## src/rtl/rx_hp_pkg.sv

```systemverilog
// Shared constants, FSM encoding and byte-swap helper for the RX huge-page address bank.
package rx_hp_pkg;

  localparam logic [6:0] FmtMwr32 = 7'b10_00000;
  localparam logic [6:0] FmtMwr64 = 7'b11_00000;

  localparam int unsigned AddrDwBaseDef   = 16;
  localparam int unsigned UnlockDwBaseDef = 24;
  localparam int unsigned PageW           = 3;

  typedef enum logic [1:0] {
    StIdle,
    StHdr,
    StData,
    StDrain
  } state_e;

  // TLP payload is big-endian per DW; TLP byte 0 lands in bits [7:0].
  function automatic logic [31:0] bswap32(input logic [31:0] d);
    return {d[7:0], d[15:8], d[23:16], d[31:24]};
  endfunction

endpackage

```

## src/rtl/hp_status_bank.sv

```systemverilog
// Per-page ownership flags: set by unlock doorbells, cleared by free strobes, set wins.
module hp_status_bank #(
  parameter int unsigned NUM_PAGES = 2
) (
  input  logic                 i_clk,
  input  logic                 i_rst_n,
  input  logic [NUM_PAGES-1:0] i_set,
  input  logic [NUM_PAGES-1:0] i_clr,
  output logic [NUM_PAGES-1:0] o_status
);

  logic [NUM_PAGES-1:0] r_status;

  always_ff @(posedge i_clk or negedge i_rst_n) begin
    if (!i_rst_n) begin
      r_status <= '0;
    end else begin
      r_status <= i_set | (r_status & ~i_clr);
    end
  end

  assign o_status = r_status;

endmodule

```

## src/rtl/rx_huge_pages_addr_bank.sv

```systemverilog
// Snoops TRN RX memory writes for huge-page address registers and unlock doorbells.
// Define RX_HP_MEM_WR64_EN to also decode 4DW MWr64 TLPs; otherwise they are drained.
module rx_huge_pages_addr_bank
  import rx_hp_pkg::*;
#(
  parameter int unsigned NUM_PAGES      = 2,
  parameter int unsigned BAR_IDX        = 2,
  parameter int unsigned ADDR_DW_BASE   = AddrDwBaseDef,
  parameter int unsigned UNLOCK_DW_BASE = UnlockDwBaseDef
) (
  input  logic                    trn_clk,
  input  logic                    reset_n,
  input  logic [63:0]             trn_rd,
  input  logic [7:0]              trn_rrem_n,
  input  logic                    trn_rsof_n,
  input  logic                    trn_reof_n,
  input  logic                    trn_rsrc_rdy_n,
  input  logic                    trn_rsrc_dsc_n,
  input  logic [6:0]              trn_rbar_hit_n,
  input  logic                    trn_rdst_rdy_n,
  output logic [64*NUM_PAGES-1:0] huge_page_addr,
  output logic [NUM_PAGES-1:0]    huge_page_status,
  input  logic [NUM_PAGES-1:0]    huge_page_free
);

`ifdef RX_HP_MEM_WR64_EN
  localparam bit Wr64En = 1'b1;
`else
  localparam bit Wr64En = 1'b0;
`endif

  logic w_beat, w_sof, w_eof, w_abort, w_bar;
  logic [6:0] w_fmt;
  logic [5:0] w_off;
  logic w_unused;

  assign w_beat   = ~trn_rsrc_rdy_n & ~trn_rdst_rdy_n;
  assign w_sof    = ~trn_rsof_n;
  assign w_eof    = ~trn_reof_n;
  assign w_abort  = ~trn_rsrc_dsc_n;
  assign w_bar    = ~trn_rbar_hit_n[BAR_IDX];
  assign w_fmt    = trn_rd[62:56];
  assign w_unused = ^{trn_rrem_n, trn_rbar_hit_n};

  state_e             r_state;
  logic               r_is64, r_doorbell;
  logic [9:0]         r_len;
  logic [PageW-1:0]   r_page;
  logic [31:0]        r_dw0;
  logic [63:0]        r_addr [NUM_PAGES];

  assign w_off = r_is64 ? trn_rd[7:2] : trn_rd[39:34];

  logic             w_addr_hit, w_unlock_hit;
  logic [PageW-1:0] w_hit_page, w_unlock_page;

  // Only low-DW address offsets count as hits; high-DW alone is ignored.
  always_comb begin
    w_addr_hit    = 1'b0;
    w_unlock_hit  = 1'b0;
    w_hit_page    = '0;
    w_unlock_page = '0;
    for (int unsigned i = 0; i < NUM_PAGES; i++) begin
      if (w_off == 6'(ADDR_DW_BASE + 2 * i)) begin
        w_addr_hit = 1'b1;
        w_hit_page = PageW'(i);
      end
      if (w_off == 6'(UNLOCK_DW_BASE + i)) begin
        w_unlock_hit  = 1'b1;
        w_unlock_page = PageW'(i);
      end
    end
  end

  logic                 w_commit;
  logic [PageW-1:0]     w_commit_page;
  logic [63:0]          w_commit_val;
  logic [NUM_PAGES-1:0] w_set;
  logic [31:0]          w_hi_sw, w_lo_sw;

  assign w_hi_sw = bswap32(trn_rd[63:32]);
  assign w_lo_sw = bswap32(trn_rd[31:0]);

  always_comb begin
    w_commit      = 1'b0;
    w_commit_page = r_page;
    w_commit_val  = '0;
    w_set         = '0;
    if (w_beat && !w_abort) begin
      if (r_state == StHdr && !r_is64) begin
        if (w_addr_hit && r_len == 10'd1) begin
          w_commit      = 1'b1;
          w_commit_page = w_hit_page;
          w_commit_val  = {32'h0, w_lo_sw};
        end
        for (int unsigned i = 0; i < NUM_PAGES; i++) begin
          if (w_unlock_hit && w_unlock_page == PageW'(i)) w_set[i] = 1'b1;
        end
      end
      if (r_state == StData) begin
        if (r_doorbell) begin
          for (int unsigned i = 0; i < NUM_PAGES; i++) begin
            if (r_page == PageW'(i)) w_set[i] = 1'b1;
          end
        end else begin
          w_commit = 1'b1;
          if (!r_is64)              w_commit_val = {w_hi_sw, r_dw0};
          else if (r_len == 10'd1)  w_commit_val = {32'h0, w_hi_sw};
          else                      w_commit_val = {w_lo_sw, w_hi_sw};
        end
      end
    end
  end

  always_ff @(posedge trn_clk or negedge reset_n) begin
    if (!reset_n) begin
      r_state    <= StIdle;
      r_is64     <= 1'b0;
      r_doorbell <= 1'b0;
      r_len      <= '0;
      r_page     <= '0;
      r_dw0      <= '0;
      for (int unsigned i = 0; i < NUM_PAGES; i++) r_addr[i] <= '0;
    end else begin
      if (w_beat) begin
        case (r_state)
          StIdle: begin
            if (w_sof && w_bar) begin
              r_len      <= trn_rd[41:32];
              r_is64     <= (w_fmt == FmtMwr64);
              r_doorbell <= 1'b0;
              if (!w_abort && !w_eof &&
                  (w_fmt == FmtMwr32 || (Wr64En && w_fmt == FmtMwr64))) begin
                r_state <= StHdr;
              end else if (!w_eof) begin
                r_state <= StDrain;
              end
            end
          end
          StHdr: begin
            r_page     <= w_unlock_hit ? w_unlock_page : w_hit_page;
            r_doorbell <= w_unlock_hit;
            r_dw0      <= w_lo_sw;
            // MWr64 carries no data here; MWr32 needs a second beat only for DW1.
            if (!w_abort && !w_eof &&
                (r_is64 ? (w_addr_hit || w_unlock_hit) : (w_addr_hit && r_len != 10'd1))) begin
              r_state <= StData;
            end else begin
              r_state <= w_eof ? StIdle : StDrain;
            end
          end
          StData:  r_state <= w_eof ? StIdle : StDrain;
          StDrain: if (w_eof) r_state <= StIdle;
          default: r_state <= StIdle;
        endcase
      end
      for (int unsigned i = 0; i < NUM_PAGES; i++) begin
        if (w_commit && w_commit_page == PageW'(i)) r_addr[i] <= w_commit_val;
      end
    end
  end

  for (genvar g = 0; g < NUM_PAGES; g++) begin : g_addr
    assign huge_page_addr[64*g +: 64] = r_addr[g];
  end

  hp_status_bank #(
    .NUM_PAGES(NUM_PAGES)
  ) u_status (
    .i_clk    (trn_clk),
    .i_rst_n  (reset_n),
    .i_set    (w_set),
    .i_clr    (huge_page_free),
    .o_status (huge_page_status)
  );

endmodule
```

## config.mk

```make
export PLATFORM = sky130hd
export DESIGN_NAME = rx_huge_pages_addr_bank
export DESIGN_NICKNAME = d
export VERILOG_FILES = /design/src/rtl/rx_hp_pkg.sv /design/src/rtl/hp_status_bank.sv /design/src/rtl/rx_huge_pages_addr_bank.sv
export SDC_FILE = /design/constraint.sdc
export NUM_CORES = 1
export LEC_CHECK = 0
export ABC_CLOCK_PERIOD_IN_PS = 6150
export BUFFER_PORTS_ARGS = -buffer_cell sky130_fd_sc_hd__buf_4
export CORE_UTILIZATION = 25
export CTS_BUF_LIST = sky130_fd_sc_hd__clkbuf_16
export DETAILED_ROUTE_END_ITERATION = 8
export SYNTH_ARGS = -nofsm -noshare
export SYNTH_HDL_FRONTEND = slang
export SYNTH_SLANG_ARGS = --single-unit
```

## constraint.sdc

```tcl
create_clock -name trn_clk -period 6.15 [get_ports trn_clk]
set_input_delay 1.23 -clock trn_clk [delete_from_list [all_inputs] [get_ports trn_clk]]
set_output_delay 1.23 -clock trn_clk [all_outputs]
set_load 0.005 [all_outputs]
```

==> impl_metrics.json <==
{
  "ios": 218,
  "synth_nets": 944,
  "avgSynthCellArea_um2": 10.3,
  "async_flop_share": 1.00,
  "grt_max_degree": 108,
  "core-area_mm2": 0.0346,
  "cts_buffers": 17,
  "rrSetupSlack_ns": 2.85,
  "htreeDepth": 4,
  "crit_type": "input port to flip-flop",
  "die_y_um": 190,
  "viasPerCell": 4.76,
  "cts.clk_slew.worst_paths_ns": 0.08,
  "p_int_w": 0.00275,
  "p_seq_frac": 0.427,
  "yosys.area_share.simple": 0.133,
  "dieArea_mm2": 0.0360,
  "postPlaceCellArea_mm2": 0.0107,
  "gp_congestion": 0.715,
  "synthTopCellsByCount": "dfrtp_1 (177), nand2_1 (101), nor2_1 (98)",
  "die_w_um": 190,
  "period_needed_ns": 3.72,
  "synthAdderAreaFrac": 0,
  "synthFlopType": "dfrtp_1",
  "fin_skew_ns": 0.0145,
  "arrival_ns": 4.06,
  "status": "complete, no violations",
  "ctsResizeCount": 0,
  "cts.path.max_buffers": 2,
  "initial_core_util": 0.254,
  "synth_cell_types": 51,
  "ant_nets": 0,
  "finalWirelength_um": 28100,
  "cts_hold_buf": 0,
  "fin_area_mm2": 0.0113,
  "netlist_area_mm2": 0.00881,
  "hp-class": "flip-flop to flip-flop",
  "drv_slew": 0,
  "drive_above_1_share": 0.401,
  "netSwitchingPower_w": 0.00124,
  "cts_setup_buffers": 0,
  "cts_sinks": 177,
  "grt.overflow.total": 0,
  "synthXorXnorAreaFrac": 0,
  "hold_slack_ns": 0.482,
  "p_comb_frac": 0.282,
  "cp-start-kind": "input port",
  "slew_headroom": 0.258,
  "power_density_mw_per_mm2": 352,
  "areaGrowthSynthToFinish_pct": 28.5,
  "tritoncts": "yes",
  "grt_pass1_wl_um": 43400,
  "drt_first_pass_iters": 6,
  "grtUsageTotal": 0.161,
  "synth_warnings": 0,
  "max_stage_delay_ns": 1.15,
  "port_buffers": 203,
  "peakVddDrop_mv": 0.187,
  "switching_share": 0.310,
  "synth_top_family_by_area": "compound AO/OA/AOI/OAI gates",
  "worstMarginPinSlew_ns": 1.11,
  "crit_chain": "buf_4, or3b_4, or4_2, o41ai_4, buf_4, nor2_1, a211oi_1",
  "nets": 1112,
  "fmax_ghz": 0.269,
  "grt_pass1_vias": 7383,
  "synth_top_area_share": 0.503,
  "required_ns": 6.50,
  "synth.most_common_cell": "dfrtp_1",
  "cap_violations": 0,
  "root_buffer": "clkbuf_16",
  "yosys.area.top_type": "dfrtp_1",
  "synth_edf_count": 0,
  "dr.first_iter.drc_count": 303,
  "p_clk_frac": 0.291,
  "antenna_cells": 0,
  "yosysSeqAreaShare": 0.503,
  "power_leakage_nw": 5.08,
  "cp_common_cell": "buf_4",
  "setup_viol": 0,
  "clkLatencyLatePin_ns": 0.45,
  "avgRoutedWirePerCell_um": 18.9,
  "ys_ff_latch": 177,
  "cp_max_fo": 35,
  "hold_viol": 0,
  "end_kind": "flip-flop",
  "antenna_found_initial": 0,
  "synth_compound_area_frac": 0.202,
  "crit_slowest_cell": "or4_2",
  "grt_setup_unrepaired": "false",
  "period_share": 0.604,
  "syn_inst": 856,
  "place_hpwl_um": 18100,
  "drc": 0,
  "finalSetupTns_ns": 0,
  "synthMuxAreaShare": 0.0968,
  "rows": 68,
  "vias": 7095,
  "synthTopCellsByArea": "dfrtp_1 (50%), mux2_2 (9.5%), nand2_1 (4.3%)"
}
## worst max-delay path: cells and delay by family
| kind | cells | cell delay [ns] |
|---|---|---|
| AND/OR/NAND/NOR | 3 | 1.66 |
| buffers and inverters | 2 | 0.62 |
| AO/OA/AOI/OAI | 2 | 0.55 |
## final cells by class
cell class	count	area [um2]
inverter	64	240
timing repair buffer	213	1610
clock buffer	17	425
multi-input combinational	551	3850
clock inverter	15	199
sequential	177	4430
tap	455	569
fill	3567	23300
## cell families after synthesis
logic type             count (synthesis)
buffers and inverters                128
and+or+nand+nor                      259
AOI/OAI and AO/OA                    216
DFF                                  177
muxes                                 76
## placed cells by master, fill, tap and decap left out, drive strengths merged, types with 2 or more instances in the layout
cell type / n
nand3: 34
clkinv: 6
o21ai: 67
nor3: 3
bufinv: 2
a21oi: 35
a2bb2oi: 2
dfrtp: 177
o22ai: 33
a22oi: 2
o21a: 4
a211oi: 32
a31oi: 3
nand2: 101
inv: 70
clkbuf: 18
a221oi: 30
mux2: 74
nor2: 98
or4: 2
buf: 212
nor4: 3
mux2i: 2
nor4b: 2
and3: 2
nor3b: 6
## registers in the layout (all words and copies together) (netlist names)
register / cells
r_is64: 1
r_state: 2
r_page: 1
r_dw0: 32
r_len: 10
huge_page_addr: 128
r_doorbell: 1
u_status.o_status: 2
## stage by stage
step / util / power (W) / std cells / setup WS (ns)
CTS: 0.327 / 0.00405 / 1492 / 2.42
detailed placement: 0.309 / 0.00286 / 1460 / 1.94
global route: 0.327 / 0.00423 / 1492 / 2.29
floorplan: - / 0.00229 / 856 / 3.26
global placement: 0.309 / 0.00283 / 1460 / 1.99
finish: 0.327 / 0.00399 / 1492 / 2.43
## metal layers
| layer | wire (um) | global-route usage | up-vias |
|---|---|---|---|
| met3 | 1310 | 0.0308 | 35 |
| li1 | - | - | 3340 |
| met1 | 13000 | 0.213 | 3525 |
| met4 | 621 | 0.0577 | 0 |
| met5 | 0 | 0 | - |
| met2 | 13200 | 0.260 | 195 |
## power by group through the flow
stage	Combinational [W]	Clock, W	Sequential (W)
floorplan	0.000608	0	0.00168
global placement	0.00112	0	0.00171
detailed placement	0.00114	0	0.00172
CTS	0.00114	0.00120	0.00170
global route	0.00124	0.00125	0.00174
finish	0.00112	0.00116	0.00170
## worst paths after layout
check,end,start,cells past startpoint
worst max-delay path,huge_page_addr[0],trn_rsrc_rdy_n,7
worst min-delay path,huge_page_addr[56],huge_page_addr[56],2
worst max register to register,huge_page_addr[123],r_is64,5
worst min register to register,huge_page_addr[56],huge_page_addr[56],2
max in group asynchronous,huge_page_addr[121],reset_n,2
min in group asynchronous,huge_page_addr[27],reset_n,1
Power figures use the tool's default switching activity.
